## src/rtl/td4_fetch_decode.sv

```systemverilog
// td4_fetch_decode: fetch/decode stage ahead of the TD4 execute functions.
// Holds a 16x8 program memory with a load port. It fetches mem[ip] into a
// holding register and presents opcode/immediate over a valid/ready handshake.
// A run/single-step controller sequences the stage.
// Optional feature: define TD4_HALT_DETECT_EN to stop on a JMP-to-self
// (op=1111, imm==ip). The stage then parks in HALTED until run drops.
module td4_fetch_decode #(
  parameter int PROG_DEPTH = 16,
  parameter int INSTR_W    = 8
) (
  input  logic               clk,
  input  logic               rst_n,
  input  logic               prog_valid,
  output logic               prog_ready,
  input  logic [3:0]         prog_addr,
  input  logic [INSTR_W-1:0] prog_data,
  input  logic               run,
  input  logic               step_req,
  input  logic [3:0]         ip,
  output logic               issue_valid,
  input  logic               issue_ready,
  output logic [3:0]         op,
  output logic [3:0]         imm,
  output logic               op_legal,
  output logic               halted
);

  // Opcodes the execute stage implements. Bit n set means opcode n is legal.
  // Illegal opcodes are 1000, 1010, 1100 and 1101.
  localparam logic [15:0] LEGAL_OPS = 16'b1100_1010_1111_1111;

  typedef enum logic [1:0] {
    ST_IDLE,
    ST_FETCH,
    ST_ISSUE
`ifdef TD4_HALT_DETECT_EN
    , ST_HALTED
`endif
  } state_t;

  state_t               state_reg;
  state_t               state_next;
  logic [INSTR_W-1:0]   instr_reg;
  logic [INSTR_W-1:0]   mem [PROG_DEPTH];
  logic                 mem_we;
  logic [15:0]          op_hit;

  // Loads are only accepted while idle. Reset also suppresses a write, so a
  // stray prog_valid during reset cannot corrupt the program.
  assign mem_we = rst_n && (state_reg == ST_IDLE) && prog_valid;

  // Program memory write port. The memory is deliberately not reset, so a
  // loaded program survives a reset of the controller.
  always_ff @(posedge clk) begin
    if (mem_we) begin
      mem[prog_addr] <= prog_data;
    end
  end

  // Registered read. The instruction at ip is captured while in FETCH and
  // then held unchanged for the whole ISSUE phase, whatever ip does.
  always_ff @(posedge clk) begin
    if (!rst_n) begin
      instr_reg <= '0;
    end else if (state_reg == ST_FETCH) begin
      instr_reg <= mem[ip];
    end
  end

  // Controller state register.
  always_ff @(posedge clk) begin
    if (!rst_n) begin
      state_reg <= ST_IDLE;
    end else begin
      state_reg <= state_next;
    end
  end

  assign op  = instr_reg[7:4];
  assign imm = instr_reg[3:0];

  // One-hot compare against each legal opcode. Exactly one hit can be set.
  genvar gi;
  generate
    for (gi = 0; gi < 16; gi++) begin : g_legal
      assign op_hit[gi] = LEGAL_OPS[gi] && (op == 4'(gi));
    end
  endgenerate

  assign op_legal = |op_hit;

  // Next-state and handshake/status outputs.
  always_comb begin
    state_next  = state_reg;
    issue_valid = 1'b0;
    prog_ready  = 1'b0;
    halted      = 1'b0;
    case (state_reg)
      ST_IDLE: begin
        prog_ready = 1'b1;
        // A load in the same cycle wins over run or step.
        if (!prog_valid && (run || step_req)) begin
          state_next = ST_FETCH;
        end
      end
      ST_FETCH: begin
        state_next = ST_ISSUE;
      end
      ST_ISSUE: begin
        issue_valid = 1'b1;
        if (issue_ready) begin
`ifdef TD4_HALT_DETECT_EN
          if ((op == 4'b1111) && (imm == ip)) begin
            state_next = ST_HALTED;
          end else if (run) begin
            state_next = ST_FETCH;
          end else begin
            state_next = ST_IDLE;
          end
`else
          if (run) begin
            state_next = ST_FETCH;
          end else begin
            state_next = ST_IDLE;
          end
`endif
        end
      end
`ifdef TD4_HALT_DETECT_EN
      ST_HALTED: begin
        halted = 1'b1;
        // Only dropping run releases the halt. step_req is ignored here.
        if (!run) begin
          state_next = ST_IDLE;
        end
      end
`endif
      default: begin
        state_next = ST_IDLE;
      end
    endcase
  end

endmodule

```

## config.mk

```make
export PLATFORM = sky130hd
export DESIGN_NAME = td4_fetch_decode
export DESIGN_NICKNAME = d
export VERILOG_FILES = /design/src/rtl/td4_fetch_decode.sv
export SDC_FILE = /design/constraint.sdc
export NUM_CORES = 1
export LEC_CHECK = 0
export ABC_AREA = 1
export CAP_MARGIN = 5
export CORE_ASPECT_RATIO = 0.9
export CORE_MARGIN = 2
export CORE_UTILIZATION = 40
export CTS_CLUSTER_DIAMETER = 120
export CTS_CLUSTER_SIZE = 24
export DETAILED_ROUTE_END_ITERATION = 16
export GPL_ROUTABILITY_DRIVEN = 0
export HOLD_SLACK_MARGIN = 0.05
export SYNTH_ARGS = -nofsm -noshare
export SYNTH_HDL_FRONTEND = slang
export SYNTH_SLANG_ARGS = --single-unit
```

## constraint.sdc

```tcl
create_clock -name clk -period 1.64 [get_ports clk]
set_clock_uncertainty 0.05 [all_clocks]
set_input_delay 0.164 -clock clk [delete_from_list [all_inputs] [get_ports clk]]
set_output_delay 0.164 -clock clk [all_outputs]
set_load 0.1 [all_outputs]
```

* After elaboration in Yosys (flattened, before gate mapping) *
Memory sizes are Yosys's and may differ from the RTL's. A register that Yosys moved wholly into a read port is not among the register bits.
Cells that the tools add are included.

operators by class
  equality and inequality tests = 15
  muxes and demuxes = 8
  reduce and logical (&&, ||, !) cells = 10

operators by type and width
  kind                                                    count
  == test 4 x 3 -> 1 bit (second input constant)          4
  == test 4 bit (second input constant)                   4
  OR reduction 12 bit                                     1
  == test 4 x 2 -> 1 bit (second input constant)          2
  case mux 2 bit (3 select lines)                         1
  two-way mux 1 bit                                       5
  == test 4 x 1 -> 1 bit (second input constant)          1
  logical NOT 4 bit                                       1
  two-way mux 2 bit                                       2
  logical AND 1 bit                                       3
  == test 2 x 1 -> 1 bit (second input constant)          1
  == test 2 bit (second input constant)                   1
  logical NOT 1 bit                                       2
  logical NOT 2 bit                                       1
  inequality test 2 x 1 -> 1 bit (second input constant)  1
  inequality test 2 bit (second input constant)           1
  AND reduction 2 bit                                     1
  logical OR 1 bit                                        1

word-level totals
  register bits = 2
  RAM bits = 128
  bits of input ports = 22
  output and inout bits = 12
  memories kept = 1

memories
  memory  words  width  read ports  clocked after memory_dff  wr ports  line  source
  mem     16     8      1           1                         1         44    logic [INSTR_W-1:0] mem [PROG_DEPTH];

* Longest topological paths before layout *
Gate-level depths: netlist (run 1).

  word-level depth = 5
  depth in mapped cells = 10
  gate-level depth less buffers = 9

* Least setup slack after synthesis (run 1) *
OpenSTA, ideal clock, no wires.

  path kind = flip-flop to output port
  from = reg instr_reg[4], read port of mem
  to = out op_legal
  arrival time = 3198 ps
  path slack = -1772 ps
  stages on the path, launching flop included = 3
  path buffers = 0
  path through = dfxtp_1 inv_1 o21ai_0

on the way
  cells in the longest elaborated chain, start to end = 2

ends and longest elaborated chain
  element                                               line  source
  from (decl)                                           43    logic [INSTR_W-1:0] instr_reg;
  == test 4 x 1 -> 1 bit, or another cell as far along  86    assign op_hit[gi] = LEGAL_OPS[gi] && (op == 4'(gi));
  OR reduction 12 bit *                                 90    assign op_legal = |op_hit;
  to (decl)                                             24    output logic op_legal,

Every way passes the cells marked *; elsewhere a longest branch is shown, timed or not.

* Worst setup path in the final report (run 1) *
  from = reg state_reg[0]
  to = mem mem[13][2], enable pin

on the way
  cells in the longest elaborated chain, start to end = 5

ends and longest elaborated chain
  element                                  line  source
  from (decl)                              41    state_t state_reg;
  from (signal assigned)                   75    state_reg <= state_next;
  logical NOT 2 bit                        50    assign mem_we = rst_n && (state_reg == ST_IDLE) && prog_valid;
  logical AND 1 bit (2 in series)          50
  two-way mux 1 bit                        55    if (mem_we) begin
  two-way mux 1 bit (not written as such)  56    mem[prog_addr] <= prog_data;
  to (decl)                                44

No other way between the ends.

==> results of run 1 <==
[area by class of cell]
cell class | count | area [µm²]
Tap cell | 193 | 241
Inverter | 22 | 82.6
Multi-Input combinational cell | 324 | 1560
Timing Repair Buffer | 64 | 766
Clock inverter | 11 | 129
Clock buffer | 20 | 437
Fill cell | 1229 | 6750
Sequential cell | 138 | 4050
[critical path: stages, from the launching register on]
cell and delay (ns):
dfxtp_2 0.34, nor2_4 0.10, and3_4 0.27, nand2_2 0.20, nor2_4 0.29
[per-stage QoR]
step	TNS [ns]	power (mW)
after floorplan	-34.69	4.68
after global placement	-8.25	5.13
after detailed placement	-13.63	5.14
after CTS	0	8.80
after global routing	0	9.02
final	0	8.75
[power groups by stage]
stage	clock network (mW)	logic (mW)	registers [mW]
2_1_floorplan	0	0.481	4.20
3_3_place_gp	0	1.11	4.02
3_5_place_dp	0	1.12	4.02
4_1_cts	3.73	1.12	3.95
5_1_grt	3.86	1.20	3.96
6_report	3.68	1.12	3.95
[Yosys cell counts (2+ instances only)]
master | instances | share of area
nand2_1 | 175 | 0.12
edfxtp_1 | 128 | 0.67
nand3_1 | 106 | 0.093
nor2_1 | 32 | 0.021
inv_1 | 19 | 0.012
dfxtp_1 | 10 | 0.035
buf_2 | 9 | 0.0079
buf_6 | 9 | 0.018
buf_4 | 7 | 0.0092
a21oi_1 | 5 | 0.0044
inv_2 | 2 | 0.0013
[cell families (layout without fill, tap and decap cells)]
group,after synthesis,in the layout,synth area share
and+or+nand+nor,315,315,0.231
DFF,138,138,0.708
buffers and inverters,48,117,0.0517
AOI/OAI and AO/OA,8,8,0.00811
other,1,1,0.000657
[worst min-delay path by stage]
stage                                      endpoint  slack [ns]  cells past startpoint
after global routing      state_reg[0]$_SDFFE_PN0P_        0.34                      3
after detailed placement  instr_reg[2]$_SDFFE_PN0N_        0.54                      4
final                     state_reg[0]$_SDFFE_PN0P_        0.32                      3
after floorplan                 mem[0][0]$_DFFE_PP_        0.21                      0
after global placement    instr_reg[7]$_SDFFE_PN0N_        0.54                      4
after CTS                 state_reg[0]$_SDFFE_PN0P_        0.31                      3
[per-layer routing]
layer  track usage  share of wire
met4        0.0712          0.014
met3        0.0611          0.082
met2         0.279           0.47
met1         0.254           0.43
met5             0              0
[what timing repair did]
action / 4_1_cts / 5_1_grt
resized for setup: 0 / 1
setup endpoints to repair: 0 / 1
endpoints found under the hold margin: 0 / 0
==> flow_summary.json, run 1 <==
{
  "synth_seq_cells": 138,
  "worst-setup-path-type": "flop to flop",
  "max_freq_mhz": 637,
  "cts_buffer_depth": 2,
  "io_pins": 34,
  "regToRegStartpoint": "state_reg[0]$_SDFFE_PN0P_",
  "tightestPinTransition_ns": 0.524,
  "fin_ws_ns": 0.0709,
  "drt_first_pass_iters": 5,
  "p_per_area_nw_per_um2": 1210,
  "leakage_nw": 2.70,
  "nNetsFinal": 589,
  "switchingPower_mw": 2.10,
  "die_area_um2": 15200,
  "hp-class": "input port to flop",
  "drive_above_1_share": 0.169,
  "cp_max_fo": 8,
  "viasPerCell": 4.97,
  "wl_per_cell_um": 17.2,
  "area_delta_synth_final_pct": 27.1,
  "synth_area_um2": 5710,
  "grt_overflow_total": 0,
  "core_area_um2": 14000,
  "clockPowerShare": 0.421,
  "finalMaxSlewViolations": 0,
  "final_common_cell": "nand2_1",
  "grt_setup_unrepaired": "no",
  "hold_slack_ns": 0.323,
  "htreeDepth": 4,
  "r2r_end": "mem[13][2]$_DFFE_PP_",
  "synth_edf_count": 128,
  "cp.arrival_ns": 1.62,
  "finalSetupViolations": 0,
  "sw_frac_of_total": 0.240,
  "run_status": "completed",
  "gr-usage-all-layers": 0.187,
  "r2r_slack_ns": 0.07,
  "grt_pass1_wl_um": 20800,
  "clkSinkCount": 138,
  "cts-hold-fix-buffers": 0,
  "crit_required_ns": 1.69,
  "finalHoldViolCount": 0,
  "synth_nets": 532,
  "place_inst": 741,
  "final_cell_area_um2": 7260,
  "postRouteWirelength_um": 13300,
  "endpoint": "mem[13][2]$_DFFE_PP_",
  "fin_crit_ns": 1.57,
  "grt_max_degree": 36,
  "internal-power_mw": 6.65,
  "start_util": 0.408,
  "vias": 3836,
  "critPathLaunch": "state_reg[0]$_SDFFE_PN0P_",
  "cts-root-buf": "clkbuf_16",
  "ys_seq_area_frac": 0.708,
  "largest_reg_flops": 128,
  "min_from": "step_req",
  "clock_latency_ns": 0.42,
  "drtIter0Drc": 355,
  "fin_cells": 772,
  "seqPwrFrac": 0.451,
  "n_antenna_cell": 0,
  "syn_area_per_cell_um2": 11.2,
  "yosysUniqueCellTypes": 19,
  "place_hpwl_um": 8790,
  "synth_warnings": 0,
  "postPlaceCellArea_um2": 6690,
  "post-route-period-util": 0.957,
  "utilization": 0.518,
  "path_clk_slew_ns": 0.05,
  "mostFrequentLayoutCells": "173 x nand2_1, 128 x edfxtp_1, 104 x nand3_1",
  "drc": 0,
  "synthCells": 510,
  "grt_antenna_before_repair": 0,
  "dieWidth_um": 130,
  "grt_pass1_vias": 3835,
  "ys_async_sr_fraction": 0,
  "synth_flop_cell": "edfxtp_1",
  "cap_violations": 0,
  "antenna_left": 0,
  "port_buffers": 32,
  "crit_path_start_kind": "flop",
  "postCtsSetupBuffers": 0,
  "peakVddDrop_mv": 0.748,
  "pre_cts_slack_ns": -0.151,
  "endpoint_kind": "flop",
  "p_comb_frac": 0.128,
  "num_rows": 41,
  "worst_r2r_path_depth": 4,
  "cts_inserted_buffers": 17,
  "cts_tree": "done",
  "maxSlewHeadroom": 0.651,
  "die_h_um": 117
}
Power figures use the tool's default switching activity.
==> inputs of run 2 (changes only) <==
- CORE_MARGIN: 2 -> 4
==> flow_summary.json, run 2 (same netlist as run 1, synthesis figures left out) <==
{
  "vias": 3836,
  "viasPerCell": 4.96,
  "path_clk_slew_ns": 0.06,
  "port_buffers": 32,
  "n_antenna_cell": 0,
  "fin_ws_ns": 0.0699,
  "postRouteWirelength_um": 13100,
  "antenna_left": 0,
  "start_util": 0.408,
  "p_per_area_nw_per_um2": 1250,
  "drt_first_pass_iters": 6,
  "num_rows": 41,
  "drtIter0Drc": 374,
  "endpoint_kind": "flop",
  "io_pins": 34,
  "total_power_mw": 9.11,
  "cts_buffer_depth": 2,
  "htreeDepth": 4,
  "wl_per_cell_um": 16.9,
  "path_common_cell": "nor2_4",
  "maxSlewHeadroom": 0.662,
  "fillers": 1201,
  "p_comb_frac": 0.121,
  "pre_cts_slack_ns": -0.148,
  "final_common_cell": "nand2_1",
  "cp.arrival_ns": 1.62,
  "critPathSlowestCell": "dfxtp_2",
  "run_status": "completed",
  "multi_input_area_um2": 1560,
  "path_cells": "nor2_4, and3_4, nand2_2, nor2_4",
  "cp_max_fo": 8,
  "nNetsFinal": 591,
  "core_area_um2": 14000,
  "gr-usage-all-layers": 0.172,
  "place_hpwl_um": 8650,
  "finalHoldViolCount": 0,
  "internal-power_mw": 6.95,
  "cts-hold-fix-buffers": 0,
  "cts-root-buf": "clkbuf_16",
  "grt_antenna_before_repair": 0,
  "crit_path_start_kind": "flop",
  "finalMaxSlewViolations": 0,
  "fin_cells": 774,
  "dieWidth_um": 134,
  "regArea_um2": 4050,
  "grt_overflow_total": 0,
  "sw_frac_of_total": 0.237,
  "die_area_um2": 16300,
  "area_delta_synth_final_pct": 27.6,
  "fin_tns_setup_ns": 0,
  "grt_pass1_vias": 3782,
  "max_freq_mhz": 637,
  "crit_required_ns": 1.69,
  "seqPwrFrac": 0.434,
  "largest_reg_flops": 128,
  "place_inst": 743,
  "path_buf_inv": 0,
  "fin_crit_ns": 1.57,
  "die_h_um": 121,
  "grt_max_degree": 39,
  "hp-class": "input port to flop",
  "switchingPower_mw": 2.16,
  "peakVddDrop_mv": 0.852,
  "clock_latency_ns": 0.42,
  "grt_setup_unrepaired": "no",
  "grt_pass1_wl_um": 20500,
  "post-route-period-util": 0.957,
  "finalSetupViolations": 0,
  "leakage_nw": 2.71,
  "worst-setup-path-type": "flop to flop",
  "cts_tree": "done",
  "max_stage_delay_ns": 0.34,
  "mostFrequentLayoutCells": "173 x nand2_1, 128 x edfxtp_1, 104 x nand3_1",
  "cts_inserted_buffers": 17,
  "clockPowerShare": 0.445,
  "clkSinkCount": 138,
  "drive_above_1_share": 0.181,
  "drc": 0,
  "cp_top_family": "simple AND/OR/NAND/NOR gates",
  "tightestPinTransition_ns": 0.507,
  "cap_violations": 0
}
-- run 2: cell types whose count changed in the layout (fill, tap and decap cells not counted) --
cell	change
clkinvlp_4	+3
buf_12	-4
buf_4	+6
clkinv_1	-2
clkbuf_1	-3
bufinv_16	+2
-- run 2: timing repair --
| action | CTS | global route |
|---|---|---|
| endpoints found under the setup margin | 0 | 1 |
| setup buffers | 0 | 0 |
| resized for setup | 0 | 1 |
-- run 2: metal layers --
| metal | vias up | global-route usage | routed length (µm) |
|---|---|---|---|
| li1 | 1867 | - | - |
| met1 | 1827 | 0.235 | 6180 |
| met2 | 119 | 0.260 | 5920 |
| met3 | 23 | 0.0481 | 776 |
| met4 | 0 | 0.0688 | 240 |
| met5 | - | 0 | 0 |
-- run 2: stage by stage --
stage | util | area (µm²) | hold WS (ns)
floorplan | - | 5890 | 0.213
global placement | 0.475 | 6650 | 0.543
detailed placement | 0.475 | 6650 | 0.553
CTS | 0.520 | 7280 | 0.306
global route | 0.520 | 7280 | 0.339
finish | 0.520 | 7280 | 0.328
-- run 2: power groups by stage --
| stage | registers [mW] | logic, mW | clock network [mW] |
|---|---|---|---|
| after floorplan | 4.20 | 0.481 | 0 |
| after global placement | 4.02 | 1.09 | 0 |
| after detailed placement | 4.02 | 1.10 | 0 |
| after CTS | 3.95 | 1.11 | 4.11 |
| after global routing | 3.96 | 1.18 | 4.26 |
| final | 3.95 | 1.10 | 4.06 |
-- run 2: worst reg2reg max path: stages (launching register included) --
cell     delay [ns]
dfxtp_2        0.34
nor2_4         0.11
and3_4         0.27
nand2_2        0.20
nor2_4         0.28
-- run 2: path summary, 6_finish.rpt --
kind	from	endpoint	slack [ns]	cells after the start
min	step_req	state_reg[0]$_SDFFE_PN0P_	0.33	3
max	state_reg[0]$_SDFFE_PN0P_	mem[9][1]$_DFFE_PP_	0.07	4
max reg2reg	state_reg[0]$_SDFFE_PN0P_	mem[9][1]$_DFFE_PP_	0.07	4
min reg2reg	instr_reg[2]$_SDFFE_PN0N_	instr_reg[2]$_SDFFE_PN0N_	0.56	4
-- run 2: final cells by class --
class / instances / share of cell area
Clock inverter: 14 / 0.0280
Tap cell: 193 / 0.0332
Sequential cell: 138 / 0.555
Multi-Input combinational cell: 324 / 0.214
Inverter: 22 / 0.0113
Timing Repair Buffer: 66 / 0.100
Clock buffer: 17 / 0.0584
